File: src/rtl/move_sequencer.sv
// move_sequencer: buffers up to DEPTH two-wheel moves and issues them one at a time
// to the left/right stepctl channels, with a settle gap and a busy-timeout fault.
module move_sequencer #(
   parameter int unsigned DEPTH   = 4,
   parameter logic [15:0] SETTLE  = 16'd5000,
   parameter logic [31:0] TIMEOUT = 32'd50_000_000
) (
   input  logic        WF_CLK,
   input  logic        rst_n,
   input  logic        cmd_valid,
   input  logic [33:0] cmd_data,
   output logic        cmd_ready,
   input  logic        start,
   input  logic        abort,
   input  logic        motorL_busy,
   input  logic        motorR_busy,
   output logic        motorL_go,
   output logic        motorR_go,
   output logic [15:0] motorL_target,
   output logic [15:0] motorR_target,
   output logic        motorL_dir,
   output logic        motorR_dir,
   output logic        running,
   output logic        seq_done,
   output logic        fault
);

   localparam int unsigned   PW      = (DEPTH > 1) ? $clog2(DEPTH) : 1;
   localparam int unsigned   CW      = PW + 1;
   localparam logic [CW-1:0] DEPTH_C = CW'(DEPTH);
   localparam logic [31:0]   TMO_MAX = 32'hFFFF_FFFF;

   typedef enum logic [2:0] {
      S_IDLE   = 3'd0,
      S_LOAD   = 3'd1,
      S_ISSUE  = 3'd2,
      S_HOLD   = 3'd3,
      S_RUN    = 3'd4,
      S_SETTLE = 3'd5,
      S_DRAIN  = 3'd6,
      S_FAULT  = 3'd7
   } state_t;

   state_t        state_r;
   state_t        state_s;
   logic [33:0]   fifo_mem_r [DEPTH];
   logic [PW-1:0] wr_ptr_r;
   logic [PW-1:0] rd_ptr_r;
   logic [CW-1:0] count_r;
   logic [CW-1:0] count_s;
   logic [33:0]   head_s;
   logic          push_s;
   logic          pop_s;
   logic          flush_s;
   logic          fifo_empty_s;
   logic          both_idle_s;
   logic          settle_last_s;
   logic          tmo_hit_s;
   logic          hold_cnt_r;
   logic [15:0]   settle_cnt_r;
   logic [31:0]   tmo_cnt_r;
   logic          cmd_ready_r;
   logic          go_left_r;
   logic          go_right_r;
   logic          dir_left_r;
   logic          dir_right_r;
   logic [15:0]   target_left_r;
   logic [15:0]   target_right_r;
   logic          running_r;
   logic          seq_done_r;
   logic          fault_r;

   // FIFO handshake decode and status flags
   always_comb begin
      flush_s       = abort && (state_r != S_IDLE);
      push_s        = cmd_valid && cmd_ready_r && !flush_s;
      pop_s         = (state_r == S_LOAD) && !flush_s;
      fifo_empty_s  = (count_r == {CW{1'b0}});
      head_s        = fifo_mem_r[rd_ptr_r];
      both_idle_s   = !motorL_busy && !motorR_busy;
      settle_last_s = (({1'b0, settle_cnt_r} + 17'd1) >= {1'b0, SETTLE});
      tmo_hit_s     = (tmo_cnt_r >= TIMEOUT);
      if (flush_s) begin
         count_s = {CW{1'b0}};
      end else begin
         count_s = count_r + {{PW{1'b0}}, push_s} - {{PW{1'b0}}, pop_s};
      end
   end

   // Next-state logic; a flush overrides every state except IDLE
   always_comb begin
      state_s = state_r;
      if (flush_s) begin
         state_s = S_DRAIN;
      end else begin
         case (state_r)
            S_IDLE: begin
               if (start && !fifo_empty_s) state_s = S_LOAD;
               else                        state_s = S_IDLE;
            end
            S_LOAD: begin
               if (head_s[31:0] == 32'd0) state_s = S_SETTLE;
               else                       state_s = S_ISSUE;
            end
            S_ISSUE: state_s = S_HOLD;
            S_HOLD: begin
               if (hold_cnt_r) state_s = S_RUN;
               else            state_s = S_HOLD;
            end
            S_RUN: begin
               if (both_idle_s)    state_s = S_SETTLE;
               else if (tmo_hit_s) state_s = S_FAULT;
               else                state_s = S_RUN;
            end
            S_SETTLE: begin
               if (!settle_last_s)     state_s = S_SETTLE;
               else if (fifo_empty_s)  state_s = S_IDLE;
               else                    state_s = S_LOAD;
            end
            S_DRAIN: begin
               if (both_idle_s) state_s = S_IDLE;
               else             state_s = S_DRAIN;
            end
            S_FAULT: state_s = S_FAULT;
            default: state_s = S_IDLE;
         endcase
      end
   end

   // FIFO storage; count gates every read so contents need no reset
   always_ff @(posedge WF_CLK) begin
      if (push_s) begin
         fifo_mem_r[wr_ptr_r] <= cmd_data;
      end
   end

   // FIFO pointers and occupancy; pointers wrap naturally at power-of-two DEPTH
   always_ff @(posedge WF_CLK) begin
      if (!rst_n) begin
         wr_ptr_r <= {PW{1'b0}};
         rd_ptr_r <= {PW{1'b0}};
         count_r  <= {CW{1'b0}};
      end else if (flush_s) begin
         wr_ptr_r <= {PW{1'b0}};
         rd_ptr_r <= {PW{1'b0}};
         count_r  <= {CW{1'b0}};
      end else begin
         if (push_s) wr_ptr_r <= wr_ptr_r + PW'(1'b1);
         if (pop_s)  rd_ptr_r <= rd_ptr_r + PW'(1'b1);
         count_r <= count_s;
      end
   end

   // State register plus HOLD, SETTLE and timeout counters
   always_ff @(posedge WF_CLK) begin
      if (!rst_n) begin
         state_r      <= S_IDLE;
         hold_cnt_r   <= 1'b0;
         settle_cnt_r <= 16'd0;
         tmo_cnt_r    <= 32'd0;
      end else begin
         state_r      <= state_s;
         hold_cnt_r   <= (state_r == S_HOLD) && !hold_cnt_r;
         settle_cnt_r <= (state_r == S_SETTLE) ? (settle_cnt_r + 16'd1) : 16'd0;
         // ISSUE counts as the first timed cycle, so LOAD preloads one
         if (state_r == S_LOAD) begin
            tmo_cnt_r <= 32'd1;
         end else if (((state_r == S_ISSUE) || (state_r == S_HOLD) || (state_r == S_RUN))
                      && (tmo_cnt_r != TMO_MAX)) begin
            tmo_cnt_r <= tmo_cnt_r + 32'd1;
         end
      end
   end

   // Registered outputs; dir/target only move in LOAD so a wheel never flips mid-move
   always_ff @(posedge WF_CLK) begin
      if (!rst_n) begin
         cmd_ready_r    <= 1'b0;
         go_left_r      <= 1'b0;
         go_right_r     <= 1'b0;
         dir_left_r     <= 1'b0;
         dir_right_r    <= 1'b0;
         target_left_r  <= 16'd0;
         target_right_r <= 16'd0;
         running_r      <= 1'b0;
         seq_done_r     <= 1'b0;
         fault_r        <= 1'b0;
      end else begin
         cmd_ready_r <= (count_s < DEPTH_C);
         go_left_r   <= (state_r == S_LOAD) && (state_s == S_ISSUE) && (head_s[31:16] != 16'd0);
         go_right_r  <= (state_r == S_LOAD) && (state_s == S_ISSUE) && (head_s[15:0] != 16'd0);
         if (pop_s) begin
            dir_left_r     <= head_s[33];
            dir_right_r    <= head_s[32];
            target_left_r  <= head_s[31:16];
            target_right_r <= head_s[15:0];
         end
         running_r  <= (state_s != S_IDLE) && (state_s != S_FAULT);
         seq_done_r <= ((state_r == S_IDLE) && start && fifo_empty_s) ||
                       ((state_r == S_SETTLE) && (state_s == S_IDLE));
         if (state_s == S_FAULT)     fault_r <= 1'b1;
         else if (state_s == S_IDLE) fault_r <= 1'b0;
      end
   end

   assign cmd_ready     = cmd_ready_r;
   assign motorL_go     = go_left_r;
   assign motorR_go     = go_right_r;
   assign motorL_dir    = dir_left_r;
   assign motorR_dir    = dir_right_r;
   assign motorL_target = target_left_r;
   assign motorR_target = target_right_r;
   assign running       = running_r;
   assign seq_done      = seq_done_r;
   assign fault         = fault_r;

endmodule

File: config.mk
export PLATFORM = sky130hd
export DESIGN_NAME = move_sequencer
export DESIGN_NICKNAME = d
export VERILOG_FILES = /design/src/rtl/move_sequencer.sv
export SDC_FILE = /design/constraint.sdc
export NUM_CORES = 1
export LEC_CHECK = 0
export ABC_AREA = 1
export CORE_UTILIZATION = 35
export CTS_CLUSTER_SIZE = 12
export DETAILED_ROUTE_END_ITERATION = 8
export HOLD_SLACK_MARGIN = 0.05
export PLACE_DENSITY = 0.51
export SLEW_MARGIN = 15
export SYNTH_ARGS = -nofsm -noshare
export SYNTH_HDL_FRONTEND = slang
export SYNTH_SLANG_ARGS = --single-unit
File: constraint.sdc
create_clock -name WF_CLK -period 8.7 [get_ports WF_CLK]
set_input_delay 1.74 -clock WF_CLK [delete_from_list [all_inputs] [get_ports WF_CLK]]
set_output_delay 1.74 -clock WF_CLK [all_outputs]
set_load 0.01 [all_outputs]
==> results of run 1 <==
## cells by family after synthesis
group / count (synthesis) / synth area share, %
DFF: 237 / 60.8
buffers and inverters: 118 / 4.97
xor gates and xnor gates: 24 / 2.09
and+or+nand+nor: 580 / 24.3
adders and majority gates: 10 / 1.32
AOI/OAI and AO/OA: 126 / 6.48
## power by group through the flow
stage | clock (mW) | combinational (mW) | sequential (mW)
after floorplan | 0 | 0.337 | 1.39
final | 1.05 | 0.563 | 1.36
after global routing | 1.12 | 0.639 | 1.37
after detailed placement | 0 | 0.572 | 1.39
after global placement | 0 | 0.569 | 1.39
after CTS | 1.08 | 0.576 | 1.36
## routing by layer
layer | vias to the layer above | track usage (%)
met5 | - | 0
met4 | 0 | 4.58
met3 | 34 | 2.49
met2 | 135 | 28.0
met1 | 3513 | 22.4
li1 | 3828 | -
## synthesized netlist by cell type
cell type / count / area, sq um
sky130_fd_sc_hd__fa_1: 1 / 20.0
sky130_fd_sc_hd__nand3_1: 87 / 435
sky130_fd_sc_hd__nor3b_1: 4 / 30.0
sky130_fd_sc_hd__a31oi_1: 3 / 18.8
sky130_fd_sc_hd__o21ai_1: 1 / 5.00
sky130_fd_sc_hd__nor2_4: 1 / 11.3
sky130_fd_sc_hd__xnor2_1: 2 / 17.5
sky130_fd_sc_hd__clkbuf_1: 22 / 82.6
sky130_fd_sc_hd__edfxtp_1: 136 / 4080
sky130_fd_sc_hd__nand4_1: 14 / 87.6
sky130_fd_sc_hd__buf_6: 5 / 56.3
sky130_fd_sc_hd__buf_1: 1 / 3.75
sky130_fd_sc_hd__a211o_1: 1 / 8.76
sky130_fd_sc_hd__a21oi_1: 65 / 325
sky130_fd_sc_hd__nand2_1: 326 / 1220
sky130_fd_sc_hd__xor2_1: 22 / 193
sky130_fd_sc_hd__or2_2: 3 / 18.8
sky130_fd_sc_hd__o311a_1: 1 / 10.0
sky130_fd_sc_hd__nor3_1: 20 / 100
sky130_fd_sc_hd__nor2_1: 103 / 387
sky130_fd_sc_hd__nor2_2: 5 / 31.3
sky130_fd_sc_hd__nand3_2: 2 / 20.0
sky130_fd_sc_hd__a211oi_1: 2 / 15.0
sky130_fd_sc_hd__buf_2: 9 / 45.0
sky130_fd_sc_hd__ha_1: 9 / 113
sky130_fd_sc_hd__nor4_1: 9 / 56.3
sky130_fd_sc_hd__inv_2: 3 / 11.3
sky130_fd_sc_hd__clkinv_1: 1 / 3.75
sky130_fd_sc_hd__or2_1: 1 / 6.26
sky130_fd_sc_hd__buf_4: 2 / 15.0
sky130_fd_sc_hd__o21ai_0: 52 / 260
sky130_fd_sc_hd__nor3_2: 1 / 10.0
sky130_fd_sc_hd__dfxtp_1: 101 / 2020
sky130_fd_sc_hd__inv_1: 75 / 282
sky130_fd_sc_hd__nand2_2: 4 / 25.0
sky130_fd_sc_hd__o21a_1: 1 / 7.51
## cell type report
cell class / count / area [sq um]
clock buffers: 39 / 751
fillers: 2842 / 16000
well taps: 378 / 473
clock inverters: 11 / 67.6
flip-flops and latches: 237 / 6110
multi-input cells: 740 / 3470
inverters: 79 / 297
repair buffers: 90 / 876
## through the flow
stage	instances	total power, mW	worst slack, ns	utilization [%]
after floorplan	1095	1.73	4.65	-
final	1574	2.98	4.87	43.0
after detailed placement	1524	1.96	4.28	40.1
after global routing	1574	3.13	4.68	43.0
after global placement	1524	1.95	4.27	40.1
after CTS	1574	3.02	4.85	43.0
## final timing paths
path                    from         endpoint  slack, ns  cells past startpoint
max                    abort        cmd_ready       4.87                     13
min          settle_cnt_r[0]  settle_cnt_r[0]       0.45                      1
min reg2reg  settle_cnt_r[0]  settle_cnt_r[0]       0.45                      1
max reg2reg             flop          running       5.17                     15
## flip-flops by register name (all words and copies together) (netlist names), named ones only
name	cells
cmd_ready	1
rd_ptr_r	2
state_r	3
motorL_dir	1
motorL_target	16
wr_ptr_r	2
seq_done	1
motorR_target	16
fifo_mem_r	136
settle_cnt_r	16
motorL_go	1
count_r	3
tmo_cnt_r	32
hold_cnt_r	1
running	1
motorR_dir	1
motorR_go	1
fault	1
## cells in the final DEF, fill, tap and decap left out, drive strengths merged, types with 3 or more instances in the layout
cell type,netlist,layout
nand2,330,330
edfxtp,136,136
nor2,109,109
dfxtp,101,101
nand3,89,89
clkdlybuf4s50,0,80
inv,78,79
a21oi,65,65
o21ai,53,53
clkbuf,22,39
xor2,22,22
nor3,21,21
nand4,14,14
clkinv,1,11
buf,17,10
nor4,9,9
ha,9,9
nor3b,4,4
or2,4,4
a31oi,3,3
==> results by stage, run 1 <==
Route:
- The routed wirelength normalized by instance count is between 15 and 20 um.
- The number of detailed-route iterations in the first pass is 5.
- In the final routing, the length of wire on met1 measures roughly 11,000 um.
- The final layout contains routed wiring with a total length of between 20,000 and 25,000 um.
- For this block, the initial DRC count from the detailed router was ~430.
- For this block, the via count after detailed routing is 7,510.
- Detailed routing placed a total of between 10,000 and 15,000 um of wire on met2.
- After detailed routing, no signal wire sits above met4.
- The detail-routed via count per cell is approximately 4.8.
- Detailed routing placed a total of roughly 960 um of wire on met3.
- The antenna violation net count after detailed routing is 0.
- The final routed DRC violation total is 0.

Finish:
- The area growth from synthesis to layout is 19.9%.
- The net count reported at finish is 1,226.
- In the final layout, the share of cells above drive strength 1 is 5.85%.
- The repair_antennas step left the layout with diodes totalling 0.
- After routing the design area is ~0.012 sq mm.

Synthesis:
- The share of the Yosys chip area taken by registers is 60.8%.
- The mapped netlist covers approximately 0.01 sq mm.
- After synthesis the netlist holds a flip-flop and latch count of 237.
- The distinct cell type count after synthesis is 36.
- The net count after synthesis is 1,146.
- During synthesis, Yosys emitted a total of 0 warnings.
- The cell count after synthesis is ~1,100.
- The synthesized area per cell is just over 9 sq um.

STA:
- At the pin with the least slew margin, the transition time is between 0.8 and 0.9 ns.
- Setup repair after global routing left no endpoint under its margin.
- The final hold violation count is 0.
- The minimum hold slack is 0.450 ns.
- The aggregate negative setup slack is 0 ns.
- Setup violations remaining at the end of the flow were counted as 0.
- The headroom to the max-slew limit is about 47%.
- Counting I/O delays and the setup requirement, the final critical path takes about 3.8 ns.
- Clock skew on the completed layout was measured at approximately 0.0085 ns.
- The highest achievable clock rate is ~0.26 GHz.
- The final worst-path cycle share is between 40% and 50%.
- The number of max-slew violations in the final report is 0.

Power and ir drop:
- The net switching component of the power is approximately 870 uW.
- The relative contribution of the clock network to total power is 35.3%.
- For this design the ratio of total power to cell area is 247 mW/mm^2.
- Summed over all cells, the static leakage comes to around 4.3 nW.
- The fraction of power spent switching nets is 29.2%.
- The register share of total power is a little under half.
- The maximum VDD drop is between 0.15 and 0.2 mV.
- Combinational logic is responsible for about a fifth of the overall power.
- Internal power comes to between 2 and 2.5 mW.

Setup path:
- The sort of element at the end of the critical path is a flop.
- Traced cell by cell, the critical path runs through clkdlybuf4s50_1 -> inv_1 -> nor2_1 -> nor2_1 -> clkinv_1 -> ha_1 -> inv_1 -> ha_1 -> inv_1 -> fa_1 -> xor2_1 -> o21ai_0 -> inv_1.
- Among cell families on the critical path, the largest total delay comes from buffers and inverters.
- For the worst setup path, the data arrival time is ~4.3 ns.
- The most frequent cell on the critical path is sky130_fd_sc_hd__inv_1.
- STA classifies the critical path startpoint as an input port.
- The worst stage delay on the critical path is between 0.4 and 0.5 ns.
- The slowest cell on the critical path is sky130_fd_sc_hd__clkdlybuf4s50_1.
- The worst setup path is of the in -> reg kind.
- The number of buffers and inverters on the critical path is 6.
- The largest driver fanout on the critical path is 8.
- The required time reported for the critical path endpoint is 9.14 ns.

Clocking:
- Once the clock tree was built, the resizer swapped 0 gates to a different size.
- The clock tree root driver cell is sky130_fd_sc_hd__clkbuf_16.
- The TritonCTS buffer count is 27.
- The number of hold buffers added after CTS was 0.
- The worst-case clock buffer depth is 3.
- At the later pin of the worst-skew pair, clock insertion delay measures ~0.54 ns.
- After clock tree synthesis, the setup repair step added 0 buffers.
- In this run the number of H-tree levels came out at 1.
- Clock-pin slew was measured on the worst setup and hold paths at roughly 0.060 ns.
- The TritonCTS clock tree is yes.
- The TritonCTS sink count is approximately 240.

Placed design:
- The placed instances occupy a cell area of roughly 0.011 sq mm.
- The number of buffers inserted by port buffering is 80.
- Once detailed placement completed, the half-perimeter wirelength came to about 15,000 um.
- The placer's final routability congestion estimate is between 0.9 and 1.

Global route:
- The total grt overflow is 0.
- The first-pass GRT wire length is about 38,000 um.
- The overall routing resource usage is between 10% and 20%.
- Entering global routing, the biggest net connects around 70 pins.
- The number of antenna violations at the first check in global routing was 0.
- The via count of the first global-routing pass was 7,203.

Floorplan:
- The floorplan step set the die width to 171 um.
- between 80 and 90 I/O pins were placed.
- The initial utilization of the core area, before any placement, comes to 35.8%.
- The die boundary height is between 150 and 200 um.
- The row count is slightly above 60.
- The die area is 0.0294 sq mm.
- The floorplan step defined a core boundary enclosing around 0.028 sq mm.

Run status:
- The run finished with clean final reports.

Run:
- The number of maximum-capacitance constraint violations is 0.

Worst hold path:
- The class of the worst hold path is reg -> reg.
No activity file was read; power rests on OpenSTA's default activity.
==> run 2: changes to the inputs <==
- PLACE_DENSITY: 0.51 -> 0.52
- clock period: 8.7 -> 3.4 ns (I/O delays scaled with it)
==> results by stage, run 2 (synthesis gave the netlist of run 1 again) <==
Placed design:
- The placer's final routability congestion estimate is 0.863.
- After legalization and detailed placement, the total HPWL measured 15,200 um.
- Input and output buffers added on the ports amount to 80.
- The cell count after placement is between 1,500 and 2,000.
- The worst-case setup slack after placement is ~0.42 ns.

Finish:
- The commonest non-fill, non-tap cell in the layout is sky130_fd_sc_hd__nand2_1.
- The sequential standard cell area is around 0.0061 sq mm.
- The flip-flop count of the largest register after layout is 136.
- The fill cell total of the finished layout is around 2,800.
- For this run, the share of the core covered by cells in the final layout is 43.5%.
- The area growth from synthesis to layout is 21.5%.
- The finished layout holds approximately 1,600 standard cells, fillers aside.
- The top register by number of flip-flops is fifo_mem_r.
- Cells with a size suffix above 1 make up under 10% of the layout.
- The net count reported at finish is 1,231.
- The largest registers in the layout are fifo_mem_r x136, tmo_cnt_r x32.
- The top cell types in the final layout, fill and taps aside, are sky130_fd_sc_hd__nand2_1, sky130_fd_sc_hd__edfxtp_1, sky130_fd_sc_hd__dfxtp_1, sky130_fd_sc_hd__nor2_1, sky130_fd_sc_hd__nand3_1.
- The area occupied by multi-input gates is roughly 0.0035 sq mm.
- The count of inserted antenna diode cells is 0.

STA:
- The pin slew with the least headroom to its limit is around 0.66 ns.
- The worst clock skew is approximately 0.012 ns.
- The clock period minus final worst setup slack is roughly 2.5 ns.
- The final hold violation count came to 0.
- After layout, the worst setup slack is between 0.8 and 0.9 ns.
- The number of max-slew violations in the final report came to 0.
- Measured against its own limit, the worst slew margin works out to between 50% and 60%.
- The final critical path takes up roughly 75% of the cycle.
- The final setup violation count is 0.
- The aggregate negative setup slack is 0 ns.
- Setup repair after global routing left no endpoint under its margin.
- Static timing analysis puts the maximum clock frequency at just under 0.4 GHz.

Global route:
- The number of antenna violations at the first check in global routing is 1.
- Entering global routing, the biggest net connects 71 pins.
- The total grt overflow is 0.
- The overall routing resource usage is between 10% and 20%.
- The via count of the first global-routing pass is approximately 7,300.
- The first-pass GRT wire length is 38,600 um.

Worst hold path:
- The worst hold path belongs to the class reg -> reg.
- In this run the most critical hold path is launched from settle_cnt_r[0].

Clocking:
- The post-cts hold buffer count is 0.
- The worst-case clock buffer depth is 3.
- In this run the number of H-tree levels came out at 1.
- Counting every sink on the clock net gives about 240.
- In this run the post-CTS setup repair buffer count came out at 0.
- The number of cells upsized or downsized after cts is 0.
- TritonCTS built the clock tree.
- Clock-pin slew was measured on the worst setup and hold paths at ~0.060 ns.
- Clock latency on the worst-skew pair, taken at its later pin, is about 0.54 ns.
- Buffers inserted during clock tree synthesis total 27.
- The clock tree root driver cell is sky130_fd_sc_hd__clkbuf_16.

Floorplan:
- Measured along the y axis, the die boundary spans about 170 um.
- The die covers approximately 0.03 sq mm.
- The initial core utilization is a little over a third.
- The core region area is 0.0280 sq mm.
- The I/O pin total is 81.
- In this run the core area contains slightly above 60 standard-cell rows.
- The die is 171 um wide.

Route:
- The routed wirelength normalized by instance count is between 15 and 20 um.
- The routed layout has between 7,000 and 8,000 vias.
- The number of detailed-route iterations in the first pass is 5.
- For this block, wires on met1 add up to around 11,000 um.
- The number of violations reported at the end of detailed-routing iteration 0 is between 500 and 600.
- Using the TritonRoute via totals, the vias-per-cell ratio works out to 4.77.
- For this run, design rule violations remaining after detail routing come to 0.
- After detailed routing, the total wire length is between 20,000 and 25,000 um.
- The antenna violation net count after detailed routing is 0.
- Summed over all nets, wire length on met3 after detailed routing comes to 1020 um.
- The routed length on met2 is roughly 11,000 um.
- Signal routing reaches up to met5.

Power and ir drop:
- The overall power after layout is slightly below 8 mW.
- IR analysis of the VDD net gives a maximum drop of roughly 0.39 mV.
- For this design the static power due to leakage is between 4 and 5 nW.
- The total power divided by cell area is between 600 and 700 mW/mm^2.

Setup path:
- Data on the critical path is required at its endpoint by between 3 and 4 ns.
- The category of the critical setup timing path is reg -> reg.
- Data arrives at the worst endpoint at 2.97 ns.
- STA classifies the critical path startpoint as a flop.
- Of all nets on the critical path, the largest fanout is 42.
- For flop-to-flop paths, the worst setup slack is ~0.85 ns.
- The worst setup path is captured at a flop.

Run:
- The tool flagged a number of max-cap violations equal to 0.

Run status:
- The run finished with clean final reports.
run 2: cell types whose count changed in the layout (fill, tap and decap cells not counted), sizes merged:
| cell | delta |
|---|---|
| clkbuf | -7 |
| buf | +5 |
| bufinv | +3 |
| clkinv | +1 |
| inv | +1 |
run 2: where the power goes:
part	switching, mW	internal, mW	total (mW)
Clock	1.15	1.69	2.84
Combinational	0.947	0.544	1.49
Sequential	0.126	3.35	3.48
Total	2.23	5.58	7.81
run 2: per-stage QoR:
stage	hold slack (ns)	cell area, sq um
2_1_floorplan	0.418	10000
3_3_place_gp	0.430	11300
3_5_place_dp	0.445	11300
4_1_cts	0.456	12200
5_1_grt	0.487	12200
6_report	0.453	12200
run 2: layer usage:
| layer | GRT usage, % | vias to the layer above |
|---|---|---|
| li1 | - | 3824 |
| met1 | 21.9 | 3537 |
| met2 | 28.7 | 125 |
| met3 | 3.08 | 28 |
| met4 | 4.31 | 2 |
| met5 | 0 | - |
run 2: cell type report:
type / instances / share of cell area (%)
clock buffers: 32 / 5.69
clock inverters: 16 / 1.36
inverters: 79 / 2.43
multi-input cells: 740 / 28.5
flip-flops and latches: 237 / 50.1
well taps: 378 / 3.88
repair buffers: 95 / 8.10
run 2: worst paths after layout:
check,cells past startpoint,endpoint
min,1,settle_cnt_r[0]
max,14,running
max reg2reg,14,running
min reg2reg,1,settle_cnt_r[0]
run 2: worst max-delay path: stages, from the launching register on:
cell and delay (ns):
sky130_fd_sc_hd__dfxtp_2 0.36, sky130_fd_sc_hd__inv_2 0.22, sky130_fd_sc_hd__buf_12 0.28, sky130_fd_sc_hd__nand2_1 0.08
sky130_fd_sc_hd__nand3_1 0.08, sky130_fd_sc_hd__nand2_1 0.14, sky130_fd_sc_hd__nand2_1 0.06, sky130_fd_sc_hd__nor2_1 0.18
sky130_fd_sc_hd__nand2_1 0.09, sky130_fd_sc_hd__nor2_2 0.27, sky130_fd_sc_hd__nand3_2 0.15, sky130_fd_sc_hd__nand3_1 0.10
sky130_fd_sc_hd__nand2_1 0.11, sky130_fd_sc_hd__nor3_1 0.22, sky130_fd_sc_hd__nor2_1 0.07
==> run 3: changes to the inputs <==
- PLACE_DENSITY: 0.52 -> 0.51
- clock period: 3.4 -> 2.6 ns (I/O delays scaled with it)
==> results by stage, run 3 (synthesis gave the netlist of run 1 again) <==
Setup path:
- The critical path goes through inv_1 -> nor3_2 -> inv_1 -> nor2_4 -> ha_1 -> inv_1 -> ha_1 -> inv_1 -> fa_1 -> xor2_1 -> o21ai_0 -> inv_1.
- STA classifies the critical path endpoint as a flop.
- The critical path arrival is 2.78 ns.
- The buffering stage count on the worst path with inverters included is 5.
- In this run the critical register-to-register path is captured at cmd_ready.
- Measured in cells, the most critical reg-to-reg path has a length of 12.
- The type of element launching the critical path is a flop.
- The worst stage delay on the critical path is 0.44 ns.
- The worst reg-to-reg setup slack is about 0.26 ns.
- Broken down by cell family, the worst path's largest delay share belongs to adder cells.
- The slowest cell on the critical path is sky130_fd_sc_hd__dfxtp_1.
- The required time reported for the critical path endpoint is ~3.0 ns.
- Along the worst path, the maximum fanout reaches 5.
- The setup path with the least slack is of type reg -> reg.
- Among the stages of the critical path, the cell type that occurs most often is sky130_fd_sc_hd__inv_1.
- The startpoint identified for the worst register-to-register timing path is state_r[0].

Route:
- Summing over every cut layer, the via total after detailed routing is about 7,600.
- The antenna violation net count after detailed routing is 0.
- The total wire length after detailed routing is about 24,000 um.
- In the final routed layout, each cell accounts on average for approximately 15 um.
- The detail-routed via count per cell is between 4 and 5.
- Detailed routing placed a total of roughly 11,000 um of wire on met2.
- For this run, the detailed router's first-pass iteration total came to 5.
- After detailed routing, the wire length on met1 is ~12,000 um.
- Routed signal wires occupy layers up through met5.
- In the detailed route, the total length drawn on met3 is approximately 1100 um.
- The number of violations reported at the end of detailed-routing iteration 0 is between 400 and 500.
- For this run, design rule violations remaining after detail routing come to 0.

Worst hold path:
- The path with the worst hold slack has its endpoint at settle_cnt_r[0].
- The number of cells on the worst hold path is 1.
- The min-delay analysis places its worst path in the category reg -> reg.
- The startpoint of the worst hold path is settle_cnt_r[0].

Finish:
- The largest registers in the layout are fifo_mem_r x136, tmo_cnt_r x32.
- The final core area utilization is between 40 and 50%.
- The fraction of layout instances using a drive strength above 1 is slightly below 8%.
- The area occupied by multi-input gates is between 0.003 and 0.004 sq mm.
- Fill cells in the final layout number approximately 2,800.
- The flip-flop count of the largest register after layout is 136.
- Ranked by flip-flop count, first place goes to fifo_mem_r.
- Once layout is done, the placed cells without fillers occupy approximately 0.012 sq mm.
- The library cells used most frequently in the layout, excluding fill and tap cells, are sky130_fd_sc_hd__nand2_1, sky130_fd_sc_hd__edfxtp_1, sky130_fd_sc_hd__dfxtp_1, sky130_fd_sc_hd__nor2_1, sky130_fd_sc_hd__nand3_1.
- Registers take 0.00611 sq mm.
- The net count reported at finish is 1,243.
- The commonest non-fill, non-tap cell in the layout is sky130_fd_sc_hd__nand2_1.
- The area growth from synthesis to layout is 22.8%.
- The number of antenna diodes in the final layout is 0.
- Excluding fillers, the count of instances in the completed layout stands at 1,591.

Clocking:
- At the later pin of the worst-skew pair, clock insertion delay measures roughly 0.55 ns.
- The longest clock path from root to sink contains 3 buffers.
- The TritonCTS buffer count is 27.
- The clock edge transition at the registers on the reported setup and hold paths is around 0.06 ns.
- The deepest level of the CTS H-tree is 1.
- In this run the post-CTS setup repair buffer count came out at 0.
- The TritonCTS clock tree is yes.
- The clock tree root driver cell is sky130_fd_sc_hd__clkbuf_16.
- The clock net in this run drives a total of about 240 sinks.

Floorplan:
- The core region is roughly 0.028 sq mm.
- The floorplan die width is approximately 170 um.
- The die covers between 0.02 and 0.03 sq mm.
- The I/O pin total is between 80 and 90.
- The initial utilization of the core area, before any placement, comes to roughly 36%.
- From bottom edge to top edge, the die measures 171 um.
- The row count is 61.

Power and ir drop:
- Dividing total power by cell area gives a power density of 837 mW/mm^2.
- The leakage power summed over all cells is approximately 4.5 nW.
- The overall power after layout is about 10 mW.
- IR analysis of the VDD net gives a maximum drop of about 0.5 mV.

STA:
- The number of max-slew violations in the final report was 0.
- The final hold violation count is 0.
- The clock period could shrink to 2.34 ns.
- Setup repair after global routing left no endpoint under its margin.
- Setup violations remaining at the end of the flow were counted as 0.
- The aggregate negative setup slack is 0 ns.
- Measured against its own limit, the worst slew margin works out to around 58%.
- The worst clock skew is 0.0152 ns.
- For this run, the top clock speed supported by timing is ~0.43 GHz.
- The final worst-path cycle share is between 90% and 100%.
- The pin slew with the least headroom to its limit is 0.631 ns.

Global route:
- The first global-routing pass estimated between 30,000 and 40,000 um of wire.
- The number of antenna violations at the first check in global routing is 1.
- Summed over all layers, the global routing overflow is 0.
- The overall routing resource usage is around 17%.
- The via count of the first global-routing pass was ~7,300.
- The largest net degree at the start of global routing is roughly 70.

Placed design:
- The detailed-placement wirelength estimate is ~16,000 um.
- The placement-stage cell area is around 0.011 sq mm.
- Counting tap cells, the placed design contains a total of 1,541 instances.
- The number of buffers inserted by port buffering is 80.
- The congestion estimate from routability-driven global placement came to between 0.8 and 0.9.

Run:
- The number of maximum-capacitance constraint violations is 0.

Run status:
- The run finished with clean final reports.
-- run 3: cell count changes in the layout (fill, tap and decap cells not counted), sizes merged --
cell	change
clkbuf	+14
buf	+12
clkinv	-9
bufinv	-3
-- run 3: per-layer routing --
layer / track usage [%] / vias to the layer above
met4: 4.97 / 2
met5: 0 / -
met1: 23.3 / 3509
li1: - / 3852
met3: 2.97 / 39
met2: 27.6 / 149
-- run 3: timing repair --
action | in CTS | in global routing
hold buffers | 0 | 0
setup endpoints to repair | 0 | 2
gates resized for setup | 0 | 2
-- run 3: how the worst max path moves through the flow --
| stage | from | to | depth (start not counted) |
|---|---|---|---|
| floorplan | state_r[1] | fifo_mem_r[0][0] | 5 |
| global placement | abort | cmd_ready | 13 |
| detailed placement | abort | cmd_ready | 13 |
| CTS | state_r[0] | cmd_ready | 12 |
| global route | state_r[0] | cmd_ready | 12 |
| finish | state_r[0] | cmd_ready | 12 |
-- run 3: per-stage QoR --
| step | hold slack (ns) | setup slack [ns] |
|---|---|---|
| floorplan | 0.418 | -0.243 |
| global placement | 0.431 | -0.181 |
| detailed placement | 0.443 | -0.199 |
| CTS | 0.451 | 0.188 |
| global route | 0.471 | 0.00511 |
| finish | 0.459 | 0.256 |
-- run 3: final cells by class --
| type | count | area share (%) |
|---|---|---|
| Clock buffer | 46 | 6.82 |
| Clock inverter | 4 | 0.335 |
| Inverter | 79 | 2.40 |
| Multi-Input combinational cell | 740 | 28.2 |
| Sequential cell | 237 | 49.5 |
| Tap cell | 378 | 3.84 |
| Timing Repair Buffer | 107 | 8.85 |
-- run 3: where the power goes --
group          internal, mW  switching, mW
registers              4.39          0.166
logic                 0.756           1.28
clock network          2.20           1.53
-- run 3: worst register-to-register path, cell delays in order, from the launching register on --
cell,delay (ns)
sky130_fd_sc_hd__dfxtp_1,0.44
sky130_fd_sc_hd__inv_1,0.13
sky130_fd_sc_hd__nor3_2,0.17
sky130_fd_sc_hd__inv_1,0.15
sky130_fd_sc_hd__nor2_4,0.12
sky130_fd_sc_hd__ha_1,0.23
sky130_fd_sc_hd__inv_1,0.05
sky130_fd_sc_hd__ha_1,0.13
sky130_fd_sc_hd__inv_1,0.05
sky130_fd_sc_hd__fa_1,0.38
sky130_fd_sc_hd__xor2_1,0.18
sky130_fd_sc_hd__o21ai_0,0.15
sky130_fd_sc_hd__inv_1,0.05
